<file path="src/rtl/xnor_match_accum_if.sv">
// Purpose : serial match-bit stream in, per-frame match results out.
// Latency : results and done strobe appear 1 clk after the frame's last accepted bit.
// Backpr. : none; the producer's bits are consumed whenever in_valid is high.
// Optional: MATCH_THRESH_EN adds the out_pass result signal.
interface xnor_match_accum_if #(
   parameter int CNT_W = 4
);
   logic             in_valid;
   logic             in_bit;
   logic             in_clear;
   logic [CNT_W-1:0] out_count;
   logic             out_all_equal;
   logic             out_done;
   logic             out_busy;
`ifdef MATCH_THRESH_EN
   logic             out_pass;
`endif

   // Producer side: drives the bit stream, observes frame results.
   modport master (
      output in_valid, in_bit, in_clear,
      input  out_count, out_all_equal, out_done, out_busy
`ifdef MATCH_THRESH_EN
      , input out_pass
`endif
   );

   // Accumulator side: consumes the bit stream, drives frame results.
   modport slave (
      input  in_valid, in_bit, in_clear,
      output out_count, out_all_equal, out_done, out_busy
`ifdef MATCH_THRESH_EN
      , output out_pass
`endif
   );
endinterface

</file>
<file path="src/rtl/xnor_match_accum.sv">
// Purpose : counts XNOR match bits over fixed FRAME_LEN-bit frames; reports count/all-equal.
// Latency : 1 clk from the last accepted bit to out_done and updated results.
// Backpr. : none; every in_valid bit is taken, bubbles simply hold state (no timeout).
// Optional: MATCH_THRESH_EN adds out_pass = (frame count >= THRESH).
module xnor_match_accum #(
   parameter int FRAME_LEN = 8,
   parameter int CNT_W     = 4,
   parameter int THRESH    = 6
) (
   input  logic                clk,
   input  logic                rst_n,
   xnor_match_accum_if.slave   bus
);

   typedef enum logic [1:0] {IDLE, ACCUM, DONE} state_t;

   localparam logic [CNT_W-1:0] FRAME_LEN_C = CNT_W'(FRAME_LEN);

   state_t           state_q, state_d;
   logic [CNT_W-1:0] bit_idx_q, bit_idx_d;
   logic [CNT_W-1:0] match_acc_q, match_acc_d;
   logic [CNT_W-1:0] count_q, count_d;
   logic             all_eq_q, all_eq_d;
   logic             done_q, done_d;
   logic             busy_q, busy_d;

   // Running totals including the current bit; a new frame starts from zero.
   logic [CNT_W-1:0] base_idx, base_acc;
   logic [CNT_W-1:0] sum_idx, sum_acc;

`ifdef MATCH_THRESH_EN
   localparam int unsigned THRESH_U = THRESH;
   logic pass_q, pass_d;
`endif

   // Next-state, accumulator and result computation.
   always_comb begin
      state_d     = state_q;
      bit_idx_d   = bit_idx_q;
      match_acc_d = match_acc_q;
      count_d     = count_q;
      all_eq_d    = all_eq_q;
      done_d      = 1'b0;
`ifdef MATCH_THRESH_EN
      pass_d      = pass_q;
`endif
      base_idx = (state_q == ACCUM) ? bit_idx_q   : '0;
      base_acc = (state_q == ACCUM) ? match_acc_q : '0;
      sum_idx  = base_idx + CNT_W'(1);
      sum_acc  = base_acc + CNT_W'(bus.in_bit);

      if (bus.in_clear) begin
         // Abort: drop the partial frame and this cycle's bit, keep last results.
         state_d     = IDLE;
         bit_idx_d   = '0;
         match_acc_d = '0;
      end else if (bus.in_valid) begin
         if (sum_idx == FRAME_LEN_C) begin
            // Frame complete (also covers FRAME_LEN == 1 from IDLE/DONE).
            state_d     = DONE;
            bit_idx_d   = '0;
            match_acc_d = '0;
            count_d     = sum_acc;
            all_eq_d    = (sum_acc == FRAME_LEN_C);
            done_d      = 1'b1;
`ifdef MATCH_THRESH_EN
            pass_d      = (32'(sum_acc) >= THRESH_U);
`endif
         end else begin
            state_d     = ACCUM;
            bit_idx_d   = sum_idx;
            match_acc_d = sum_acc;
         end
      end else if (state_q != ACCUM) begin
         // Nothing in flight: settle in IDLE. In ACCUM a bubble holds everything.
         state_d = IDLE;
      end

      busy_d = (state_d == ACCUM);
   end

   // State and result registers with asynchronous reset.
   always_ff @(posedge clk or negedge rst_n) begin
      if (!rst_n) begin
         state_q     <= IDLE;
         bit_idx_q   <= '0;
         match_acc_q <= '0;
         count_q     <= '0;
         all_eq_q    <= 1'b0;
         done_q      <= 1'b0;
         busy_q      <= 1'b0;
`ifdef MATCH_THRESH_EN
         pass_q      <= 1'b0;
`endif
      end else begin
         state_q     <= state_d;
         bit_idx_q   <= bit_idx_d;
         match_acc_q <= match_acc_d;
         count_q     <= count_d;
         all_eq_q    <= all_eq_d;
         done_q      <= done_d;
         busy_q      <= busy_d;
`ifdef MATCH_THRESH_EN
         pass_q      <= pass_d;
`endif
      end
   end

   assign bus.out_count     = count_q;
   assign bus.out_all_equal = all_eq_q;
   assign bus.out_done      = done_q;
   assign bus.out_busy      = busy_q;
`ifdef MATCH_THRESH_EN
   assign bus.out_pass      = pass_q;
`endif

endmodule

</file>
<file path="src/flat_wrapper.sv">
// flat-port wrapper written by rule: the top's interface ports become plain ports
module xnor_match_accum_flat 
#(
   parameter int FRAME_LEN = 8,
   parameter int CNT_W     = 4,
   parameter int THRESH    = 6
)
  (clk, rst_n, bus_in_valid, bus_in_bit, bus_in_clear, bus_out_count, bus_out_all_equal, bus_out_done, bus_out_busy);
  xnor_match_accum_if #(.CNT_W(CNT_W)) bus_i ();
  input  logic clk;
  input  logic rst_n;
  input wire logic [$bits(bus_i.in_valid)-1:0] bus_in_valid;
  input wire logic [$bits(bus_i.in_bit)-1:0] bus_in_bit;
  input wire logic [$bits(bus_i.in_clear)-1:0] bus_in_clear;
  output wire logic [$bits(bus_i.out_count)-1:0] bus_out_count;
  output wire logic [$bits(bus_i.out_all_equal)-1:0] bus_out_all_equal;
  output wire logic [$bits(bus_i.out_done)-1:0] bus_out_done;
  output wire logic [$bits(bus_i.out_busy)-1:0] bus_out_busy;
  assign bus_i.in_valid = bus_in_valid;
  assign bus_i.in_bit = bus_in_bit;
  assign bus_i.in_clear = bus_in_clear;
  assign bus_out_count = bus_i.out_count;
  assign bus_out_all_equal = bus_i.out_all_equal;
  assign bus_out_done = bus_i.out_done;
  assign bus_out_busy = bus_i.out_busy;
  xnor_match_accum #(.FRAME_LEN(FRAME_LEN), .CNT_W(CNT_W), .THRESH(THRESH)) u_core (.clk(clk), .rst_n(rst_n), .bus(bus_i));
endmodule
</file>
<file path="config.mk">
export PLATFORM = sky130hd
export DESIGN_NAME = xnor_match_accum_flat
export DESIGN_NICKNAME = d
export VERILOG_FILES = /design/src/rtl/xnor_match_accum_if.sv /design/src/rtl/xnor_match_accum.sv /design/src/flat_wrapper.sv
export SDC_FILE = /design/constraint.sdc
export NUM_CORES = 1
export LEC_CHECK = 0
export CAP_MARGIN = 20
export CORE_AREA = 3 3 59 61
export DETAILED_ROUTE_END_ITERATION = 7
export DIE_AREA = 0 0 62 64
export SYNTH_ARGS = -nofsm -noshare
export SYNTH_HDL_FRONTEND = slang
export SYNTH_SLANG_ARGS = --single-unit
</file>
<file path="constraint.sdc">
create_clock -name clk -period 3.99 [get_ports clk]
set_clock_uncertainty 0.2 [all_clocks]
set_input_delay 1.197 -clock clk [delete_from_list [all_inputs] [get_ports clk]]
set_output_delay 1.197 -clock clk [all_outputs]
set_load 0.02 [all_outputs]
</file>
Word-level counts from Yosys, hierarchy flattened. Cells that the tools add are included.

Bits in registers: 17. Input port bits: 5. Output and inout bits: 7. Word-level logic and storage cells: 32.

Add/sub/neg operators: 2. Equal/unequal tests: 5. Muxes and demuxes: 15. Bitwise logic cells: 1. Reduce and logical (&&, ||, !) cells: 2.

Operators with widths (number): $mux W4 (8); $eq A4 B4 Y1 const B (2); $mux W2 (4); $add A4 B1 Y4 (1); $add A4 B1 Y4 const B (1); $eq A2 B1 Y1 const B (2); $mux W1 (3); $reduce_and A3 Y1 (1); $ne A2 B1 Y1 const B (1); $reduce_bool A2 Y1 (1); $not A1 Y1 (1).

Longest topological paths before layout. Gate-level depths: netlist of the first run.

Word-level depth: 8. Gate-level depth with buffers: 9. Mapped depth without buffers: 8.

Worst setup path after synthesis of the first run. Ideal clock, no wire load.

Path kind: in2reg. Start point: input bus_in_bit. End point: register u_core.all_eq_q, in the netlist u_core.bus.out_all_equal. Library setup time: 0.082 ns. Arrival: 2.282 ns. Required time: 3.708 ns. Path slack: 1.426 ns. Stages on the path: 4. Path buffers: 0. Cell sequence: ha_1 > ha_1 > or4_1 > o22ai_1.

Cells in the longest elaborated chain, start to end: 2.

Ends and longest elaborated chain: start, declared (line flat_wrapper.sv:13) `input wire logic [$bits(bus_i.in_bit)-1:0] bus_in_bit;`; $add A4 B1 Y4 (line xnor_match_accum.sv:50) `sum_acc = base_acc + CNT_W'(bus.in_bit);`; named net u_core.sum_acc[1] (line xnor_match_accum.sv:29) `logic [CNT_W-1:0] sum_idx, sum_acc;`; $eq A4 B4 Y1 (line xnor_match_accum.sv:64) `all_eq_d = (sum_acc == FRAME_LEN_C);`; end signal, assigned (line xnor_match_accum.sv:100) `all_eq_q <= all_eq_d;`; end, declared (line xnor_match_accum.sv:23) `logic all_eq_q, all_eq_d;`.

The timed path passes the listed nets, and every way through them passes these cells. A chain may end at the register's enable or synchronous reset.

Final worst setup path of the first run.
Start point: input bus_in_clear. End point: register u_core.count_q[1], in the netlist u_core.bus.out_count[1].

Cells in the longest elaborated chain, start to end: 2.

Ends and longest elaborated chain: start, declared (line flat_wrapper.sv:14) `input wire logic [$bits(bus_i.in_clear)-1:0] bus_in_clear;`; $not A1 Y1 (no source line); $reduce_and A3 Y1 (no source line); end signal, assigned (line xnor_match_accum.sv:99) `count_q <= count_d;`; end, declared (line xnor_match_accum.sv:22) `logic [CNT_W-1:0] count_q, count_d;`.

Every way passes these cells.

==> results of run 1 <==
## synthesized netlist by cell type (all sizes together)
cell type | count | area [µm²]
and2 | 4 | 25.0
o2111ai | 1 | 15.0
nand2 | 4 | 15.0
ha | 3 | 37.5
o21ai | 4 | 20.0
a31oi | 1 | 6.26
or4 | 1 | 7.51
and3b | 1 | 12.5
a41o | 1 | 10.0
nor2b | 2 | 12.5
xor2 | 2 | 17.5
mux2i | 2 | 20.0
nor2 | 9 | 33.8
a21oi | 7 | 35.0
inv | 2 | 7.51
mux2 | 3 | 45.0
buf | 4 | 26.3
dfrtp | 17 | 425
nand3b | 1 | 7.51
clkbuf | 1 | 3.75
o21a | 1 | 7.51
o22ai | 1 | 6.26
nor3b | 1 | 7.51
nand4 | 1 | 6.26
o211a | 2 | 20.0
and4b | 1 | 10.0
nand3 | 3 | 15.0
nand2b | 3 | 18.8
a21boi | 1 | 7.51
## flip-flops by register name, summed over array words and instances, names as in the netlist
signal	cells
u_core.bit_idx_q	4
u_core.bus.out_all_equal	1
u_core.bus.out_busy	1
u_core.bus.out_count	4
u_core.bus.out_done	1
u_core.match_acc_q	4
u_core.state_q	2
## how the worst max path moves through the flow
| stage | start | to | slack [ns] | cells past startpoint |
|---|---|---|---|---|
| 6_report | bus_in_clear | u_core.bus.out_count[1]$_DFFE_PN0P_ | 1.16 | 4 |
| 5_1_grt | bus_in_clear | u_core.bus.out_count[1]$_DFFE_PN0P_ | 1.10 | 4 |
| 4_1_cts | bus_in_clear | u_core.bus.out_count[1]$_DFFE_PN0P_ | 1.17 | 4 |
| 3_5_place_dp | bus_in_clear | u_core.bus.out_count[3]$_DFFE_PN0P_ | 0.86 | 4 |
| 3_3_place_gp | bus_in_bit | u_core.bus.out_all_equal$_DFFE_PN0P_ | 0.89 | 5 |
| 2_1_floorplan | bus_in_bit | u_core.bus.out_all_equal$_DFFE_PN0P_ | 1.43 | 4 |
## through the flow
stage               worst slack [ns]  hold slack, ns  utilization  power (µW)
finish                          1.16           0.306        0.347         299
global route                    1.10           0.355        0.347         316
CTS                             1.17           0.309        0.347         304
detailed placement             0.856           0.284        0.338         206
global placement               0.887           0.296        0.338         206
floorplan                       1.43           0.298            -         194
## cells in the final DEF (no fill, tap or decap), drive strengths merged
cell,instances
nand2b,3
nand4,1
a31oi,1
mux2i,2
xor2,2
nand3,3
o211a,2
buf,1
o2111ai,1
clkdlybuf4s50,11
o22ai,1
or4,1
ha,3
a21oi,7
dfrtp,17
nor2b,2
nand3b,1
inv,2
a41o,1
and3b,1
and2,4
o21ai,4
nand2,4
o21a,1
nor3b,1
clkbuf,4
mux2,3
nor2,9
and4b,1
a21boi,1
## area by class of cell
cell class | instances | area [µm²] | share of cell area
clock buffers | 4 | 26.3 | 0.0250
inverters | 2 | 7.51 | 0.00714
multi-input cells | 60 | 419 | 0.399
flip-flops and latches | 17 | 425 | 0.405
well taps | 44 | 55.1 | 0.0524
repair buffers | 12 | 118 | 0.112
## layer usage
layer  share of wire  GRT usage  routed length [µm]
met1            0.47      0.137                 799
met2            0.47      0.148                 794
met3           0.062     0.0505                 105
met4               0     0.0318                   0
met5               0          0                   0
## kinds of logic after synthesis
| logic type | count (synthesis) |
|---|---|
| simple gates | 31 |
| compound gates | 19 |
| flops | 17 |
| buf+inv | 7 |
| mux | 5 |
| fa+ha+maj | 3 |
| xor+xnor | 2 |
## where the power goes
part	switching (µW)	internal (µW)	total (µW)
Sequential	2.38	175	177
Clock	57.9	39.0	96.9
Combinational	15.0	9.77	24.7
Total	75.2	224	299
==> run metrics, run 1 <==
f_max=0.353 GHz; final setup fails=0; CP delay by family, top=buffers and inverters; area added between synthesis and finish=19.1%; ANT cells=0; clock slew at reported path FFs=0.11 ns; grt ovf=0; Boundary Pins=12; outcome=complete, no violations; routability cong.=0.749; WL final=1700 µm; Max-Cap Viols=0; Final Slew Violations=0; CTS tree=built; initial core utilization=0.291; Post-Synth XOR/XNOR Area=0.0199; multiplexer share of the synthesized area=0.0738; port bufs=11; P_leak=around 0.00050 µW; cell count after placement=135; full die area=between 3000 and 4000 µm²; slew margin rel.=0.494; WL per Instance=12.2 µm; maximum number of pins on one net before global-route repair=19; DRC viols=0; Synth Net Count=a little over 90; PD cells=approximately 280 nW/µm²; Hold Path Origin=u_core.bus.out_count[2]$_DFFE_PN0P_; crit path buf inv count=1; Critical Path Max Stage Delay=0.60 ns; initial antenna violation count=0; Die H=between 60 and 70 µm; type of origin of the critical path=input pin; DR vias/cell=4.63; Worst VDD drop=slightly below 200 µV; crit path cell chain=clkdlybuf4s50_1 > and4b_1 > o211a_1 > mux2_4; Clock Latency Late Sink=0.30 ns; Fin. Hold Viols=0; final net count=104; R2R Path Start=u_core.state_q[1]$_DFF_PN0_; Initial DRT Pass Iterations=4; ratio of cells with drive above 1 in the final layout=0.0947; largest family of logic cells by synthesized area=simple AND/OR/NAND/NOR gates; placed standard-cell area=1020 µm²; adder-cell share of the synthesized area=0.0426; worst-path fanout max=11; setup slack, reg-to-reg=1.42 ns; RSZ-0062 raised after global routing=no; clock root buffer master=clkbuf_4; Critical Path AT=2.82 ns; vias in the first global route=701; post-CTS setup buffers=0; post-route insts no fill=139; # H-tree levels=1; Initial DRC Count=9; Worst path slowest cell=clkdlybuf4s50_1; Detailed Place HPWL=1230 µm; clock sink total=17; fillers=314; Tmin final=2.83 ns; cell depth of the worst min-delay path=1; Synthesis Warnings=0; simple-gate share of the synthesized area=0.194; crit path kind=input pin to register; hold buffers post-CTS=0; Die Width=between 60 and 70 µm; core area=about 3000 µm²; R2R cell count=6; crit share post-route=0.710; routed vias=644; sequential fraction of the synthesis area=0.482; register bit total from synthesis=17; R2R Path End=u_core.bus.out_count[1]$_DFFE_PN0P_; Compound-Gate Fraction of Synth Area=0.145; Avg Cell Area, Syn=10.5 µm²; setup TNS=0 ns; # rows=20; Worst Hold End=u_core.bus.out_count[2]$_DFFE_PN0P_; worst-margin pin slew=0.756 ns; CP Capture Type=register; Synth Cell Area=approximately 880 µm²; CP required=3.98 ns; post-route cell area=1050 µm²; post_cts resized=0; Clock Path Buffers=2; CTS Buf Count=3; first-pass GRT wire length=between 3000 and 4000 µm; cells after synthesis=84; total track usage=0.104; Final ANT Viol Nets=0; Hold Path Class=register to register; library cells used by synthesis=30
(Power assumes the default switching activity.)
==> inputs of run 2 (changes only) <==
==> constraint.sdc (replaced) <==
create_clock -name clk -period 2.4 [get_ports clk]
set_clock_uncertainty 0.2 [all_clocks]
set_input_delay 0.72 -clock clk [delete_from_list [all_inputs] [get_ports clk]]
set_output_delay 0.72 -clock clk [all_outputs]
set_load 0.02 [all_outputs]
==> run 2 against run 1 <==
- critical path depth is 1 higher
- first-iteration DRC count rose to 2.8 times the previous value
- highest routed layer is now met4
- power up 70%
- sequential cell count did not move
- final area is 5.4% higher
- via count grew 2.0%
- hold slack better by 0.016 ns
- sequential power up 67%
- final cell count increased by 5.0%
- count of clock-buffer cells in the layout fell by 1
- die area stayed put
- sequential share of layout area fell by 2.1 points
==> run metrics, run 2 (same netlist as run 1, synthesis figures left out) <==
post-CTS setup buffers=0 (unchanged); setup TNS=0 ns (unchanged); Critical Path AT=2.28 ns (-0.54 ns); post-route insts no fill=146 (+5.0%); most frequent cells in the layout=17 x dfrtp_1, 11 x clkdlybuf4s50_1, 9 x nor2_1; outcome=complete, no violations; total track usage=0.115 (+0.0112); Die Width=62 µm (unchanged); Hold Path Class=register to register; RSZ-0062 raised after global routing=no; ANT cells=0 (unchanged); Boundary Pins=12 (unchanged); final setup fails=0 (unchanged); worst-margin pin slew=0.306 ns (-0.451 ns); commonest non-fill, non-tap cell in the layout=dfrtp_1; initial core utilization=0.291 (unchanged); CTS tree=built; fillers=318 (+1.3%); routability cong.=0.693 (-7.5%); R2R Path Start=u_core.state_q[0]$_DFF_PN0_; initial antenna violation count=0 (unchanged); final core occ=0.366 (+0.0186); clock sink total=17 (unchanged); Hold Path Origin=u_core.bus.out_count[2]$_DFFE_PN0P_; grt ovf=0 (unchanged); cell depth of the worst min-delay path=1 (unchanged); Detailed Place HPWL=1260 µm (+2.2%); Final ANT Viol Nets=0 (unchanged); R2R Path End=u_core.bus.out_all_equal$_DFFE_PN0P_; Initial DRT Pass Iterations=4 (unchanged); setup slack, reg-to-reg=0.26 ns (-1.16 ns); Tot Pwr=508 µW (+70%); clock root buffer master=clkbuf_4; CTS Buf Count=3 (unchanged); slew margin rel.=0.796 (+0.302); routed vias=657 (+2.0%); # rows=20 (unchanged); Clock Path Buffers=2 (unchanged); f_max=0.445 GHz; ratio of cells with drive above 1 in the final layout=0.176 (+0.0817); WL final=1810 µm (+6.6%); hold buffers post-CTS=0 (unchanged); cell count after placement=142 (+5.2%); vias in the first global route=738 (+5.3%); area added between synthesis and finish=25.5%; crit path kind=input pin to register; Initial DRC Count=25 (+16); R2R cell count=6 (unchanged); P_leak=0.000542 µW (+7.8%); Fin. Hold Viols=0 (unchanged); setup ws final=0.153 ns (-1.00 ns); DR vias/cell=4.50 (-2.9%); first-pass GRT wire length=3360 µm (+9.2%); PD cells=458 nW/µm² (+61%); CP Capture Type=register; Setup WS pre-CTS=-0.184 ns (-1.04 ns); CP required=2.43 ns (-1.55 ns); core area=3030 µm² (unchanged); DRC viols=0 (unchanged); WL per Instance=12.4 µm (+1.5%); maximum number of pins on one net before global-route repair=18 (-1); Worst Hold End=u_core.bus.out_count[2]$_DFFE_PN0P_; Die H=64 µm (unchanged); # H-tree levels=1 (unchanged); Tmin final=~2.2 ns; type of origin of the critical path=input pin; Max-Cap Viols=0 (unchanged); Clock Latency Late Sink=0.30 ns (about the same); full die area=3970 µm² (unchanged); worst-path fanout max=2 (-9); port bufs=11 (unchanged); clock slew at reported path FFs=0.10 ns (about the same); final net count=111 (+6.7%); Worst VDD drop=143 µV (-26%); Final Slew Violations=0 (unchanged); crit share post-route=0.936
[run 2: cell count changes in the layout (fill, tap and decap cells not counted), sizes merged]
cell	before	now
buf	1	8
clkbuf	4	3
clkinv	0	1
[run 2: power by group]
group	switching (µW)	total [µW]	internal, µW
clock	102	164	62.2
combinational	26.7	48.3	21.6
sequential	3.99	295	291
total	133	508	375
[run 2: cell type report]
type | instances | area [µm²] | area share
sequential | 17 | 425 | 0.384
multi-input combinational | 60 | 422 | 0.381
timing repair buffer | 19 | 170 | 0.154
tap | 44 | 55.1 | 0.0497
clock inverter | 1 | 5.00 | 0.00452
clock buffer | 3 | 22.5 | 0.0203
inverter | 2 | 7.51 | 0.00678
[run 2: repair_timing]
item,in CTS,in global routing
endpoints found under the setup margin,0,3
gates resized for setup,0,1
hold endpoints to repair,0,0
[run 2: how the worst max path moves through the flow]
stage | start | end | slack [ns] | depth (start not counted)
5_1_grt | bus_in_bit | u_core.bus.out_all_equal$_DFFE_PN0P_ | 0.06 | 5
3_5_place_dp | bus_in_bit | u_core.bus.out_all_equal$_DFFE_PN0P_ | -0.18 | 5
6_report | bus_in_bit | u_core.bus.out_all_equal$_DFFE_PN0P_ | 0.15 | 5
4_1_cts | bus_in_bit | u_core.bus.out_all_equal$_DFFE_PN0P_ | 0.13 | 5
3_3_place_gp | bus_in_bit | u_core.bus.out_all_equal$_DFFE_PN0P_ | -0.12 | 5
2_1_floorplan | u_core.state_q[0]$_DFF_PN0_ | u_core.bus.out_all_equal$_DFFE_PN0P_ | 0.26 | 7
[run 2: metrics by stage]
step	hold WS, ns	cell area [µm²]
6_report	0.322	1110
3_3_place_gp	0.279	1080
3_5_place_dp	0.303	1080
4_1_cts	0.329	1100
2_1_floorplan	0.224	882
5_1_grt	0.350	1110
[run 2: worst max-delay path: stages]
cell,delay [ns]
clkdlybuf4s50_1,0.41
ha_1,0.21
ha_1,0.29
or4_1,0.53
o22ai_1,0.11
[run 2: metal layers]
layer,up-vias,track usage,routed length (µm)
met5,-,0,0
met4,0,0.0663,51
met3,4,0.0222,70
met2,13,0.163,774
met1,309,0.158,913
li1,331,-,-
==> inputs of run 3 (changes only) <==
--- a/config.mk
+++ b/config.mk
@@ -6,9 +6,10 @@
 export NUM_CORES = 1
 export LEC_CHECK = 0
 export CAP_MARGIN = 20
-export CORE_AREA = 3 3 59 61
+export CORE_AREA = 2 2 58 60
+export CTS_CLUSTER_SIZE = 24
 export DETAILED_ROUTE_END_ITERATION = 7
-export DIE_AREA = 0 0 62 64
+export DIE_AREA = 0 0 60 62
 export SYNTH_ARGS = -nofsm -noshare
 export SYNTH_HDL_FRONTEND = slang
 export SYNTH_SLANG_ARGS = --single-unit
==> run 3 against run 2 <==
- utilization shrank 1.8 points
- power shrank 2.4%
- hold slack lost 0.019 ns
- non-clock buffer count is the same
- final area shrank 0.11%
- via count shrank 0.61%
- sequential cell count is the same
- final cell count grew 1.4%
- maximum frequency shrank 0.35%
- global-route usage shrank 1.8 points
- count of clock-buffer cells in the layout grew 1
- largest power group unchanged
- critical path type unchanged
==> run metrics, run 3 (same netlist as run 1, synthesis figures left out) <==
outcome=complete, no violations; core area=3180 µm² (+5.0%); vias in the first global route=633 (-14%); initial core utilization=0.277 (-0.0139); area added between synthesis and finish=25.4%; Hold Path Class=register to register; routability cong.=0.803 (+16%); clock slew at reported path FFs=0.10 ns (about the same); full die area=3720 µm² (-6.3%); PD cells=448 nW/µm² (-2.3%); Max Used Layer=met4; R2R Path End=u_core.bus.out_count[0]$_DFFE_PN0P_; initial antenna violation count=0 (unchanged); setup slack, reg-to-reg=0.22 ns (-0.04 ns); post-route cell area=1110 µm² (-0.11%); # H-tree levels=1 (unchanged); port bufs=11 (unchanged); cell count after placement=144 (+1.4%); final core occ=0.348 (-0.0178); commonest non-fill, non-tap cell in the layout=dfrtp_1; slew margin rel.=0.782 (-0.0135); Max-Cap Viols=0 (unchanged); final net count=111 (unchanged); post_cts resized=0 (unchanged); Boundary Pins=12 (unchanged); Final Slew Violations=0 (unchanged); clock sink total=17 (unchanged); WL met3=45 µm (-36%); CP startpoint=bus_in_bit; Final ANT Viol Nets=0 (unchanged); DRC viols=0 (unchanged); Tmin final=2.25 ns (+0.00789 ns); Die H=62 µm (-3.1%); Clock Path Buffers=2 (unchanged); R2R cell count=6 (unchanged); final setup fails=0 (unchanged); Clock Latency Late Sink=0.28 ns (-0.02 ns); ratio of cells with drive above 1 in the final layout=0.157 (-0.0196); ANT cells=0 (unchanged); final hold slack=0.303 ns (-0.0193 ns); grt ovf=0 (unchanged); CP required=2.41 ns (-0.02 ns); # rows=21 (+5.0%); post-CTS setup buffers=0 (unchanged); Die Width=60 µm (-3.2%); total track usage=0.0974 (-0.0176); Worst VDD drop=142 µV (-0.61%); RSZ-0062 raised after global routing=no; clock root buffer master=clkbuf_4; Detailed Place HPWL=1230 µm (-2.3%); WL final=1690 µm (-6.6%); routed vias=653 (-0.61%); type of origin of the critical path=input pin; Initial DRC Count=19 (-24%); Setup WS pre-CTS=-0.157 ns (+0.0265 ns); worst-margin pin slew=0.327 ns (+0.0210 ns); P_leak=0.000539 µW (-0.62%); WL per Instance=11.4 µm (-7.8%); setup ws final=0.145 ns (-0.00789 ns); routed wl met2=759 µm (-1.9%); worst-path fanout max=2 (unchanged); fillers=329 (+3.5%); crit share post-route=0.939 (+0.00329); placed standard-cell area=1080 µm² (+0.23%); most frequent cells in the layout=17 x dfrtp_1, 11 x clkdlybuf4s50_1, 9 x nor2_1; DRT met1 WL=860 µm (-5.8%); Initial DRT Pass Iterations=4 (unchanged); crit path to=u_core.bus.out_all_equal$_DFFE_PN0P_; CTS tree=built; Critical Path AT=2.27 ns (about the same); hold buffers post-CTS=0 (unchanged); DR vias/cell=4.41 (-2.0%); crit path kind=input pin to register; post-route insts no fill=148 (+1.4%); f_max=0.444 GHz (-0.35%); R2R Path Start=u_core.state_q[1]$_DFF_PN0_; first-pass GRT wire length=2730 µm (-19%); CTS Buf Count=3 (unchanged); CP Capture Type=register; maximum number of pins on one net before global-route repair=18 (unchanged); Fin. Hold Viols=0 (unchanged)
-- run 3: cell types whose count changed in the layout (fill, tap and decap cells not counted), sizes merged --
cell and delta:
clkbuf +1, clkinv -1
-- run 3: metrics by stage --
step / setup TNS, ns / power (µW)
floorplan: 0 / 323
global placement: -0.227 / 348
detailed placement: -0.265 / 348
CTS: 0 / 502
global route: 0 / 517
finish: 0 / 496
-- run 3: layout make-up --
class | count | area (µm²) | share of cell area
flip-flops and latches | 17 | 425 | 0.385
inverters | 2 | 7.51 | 0.00679
well taps | 46 | 57.6 | 0.0520
clock buffers | 4 | 26.3 | 0.0238
multi-input cells | 60 | 419 | 0.379
repair buffers | 19 | 170 | 0.154
-- run 3: report_power, final --
part	internal, µW	switching, µW	total (µW)	leakage, µW
Clock	64.4	88.4	153	0.0000150
Sequential	291	4.13	295	0.000228
Combinational	21.2	26.4	47.7	0.000296
-- run 3: layer usage --
metal,vias to the layer above,track usage
met5,-,0
met4,0,0.0476
met3,2,0.0145
met2,8,0.155
met1,312,0.130
li1,331,-
-- run 3: worst min path at each step --
stage | to | slack, ns | depth (start not counted) | start
CTS | u_core.bus.out_count[2]$_DFFE_PN0P_ | 0.31 | 1 | u_core.bus.out_count[2]$_DFFE_PN0P_
finish | u_core.bus.out_count[2]$_DFFE_PN0P_ | 0.30 | 1 | u_core.bus.out_count[2]$_DFFE_PN0P_
floorplan | u_core.bit_idx_q[0]$_DFFE_PN0P_ | 0.22 | 0 | rst_n
global route | u_core.bus.out_count[2]$_DFFE_PN0P_ | 0.33 | 1 | u_core.bus.out_count[2]$_DFFE_PN0P_
detailed placement | u_core.bus.out_count[2]$_DFFE_PN0P_ | 0.29 | 1 | u_core.bus.out_count[2]$_DFFE_PN0P_
global placement | u_core.bus.out_count[2]$_DFFE_PN0P_ | 0.28 | 1 | u_core.bus.out_count[2]$_DFFE_PN0P_
-- run 3: critical path, stage by stage --
cell and delay, ns:
clkdlybuf4s50_1 0.40, ha_1 0.21, ha_1 0.28, or4_1 0.53, o22ai_1 0.12
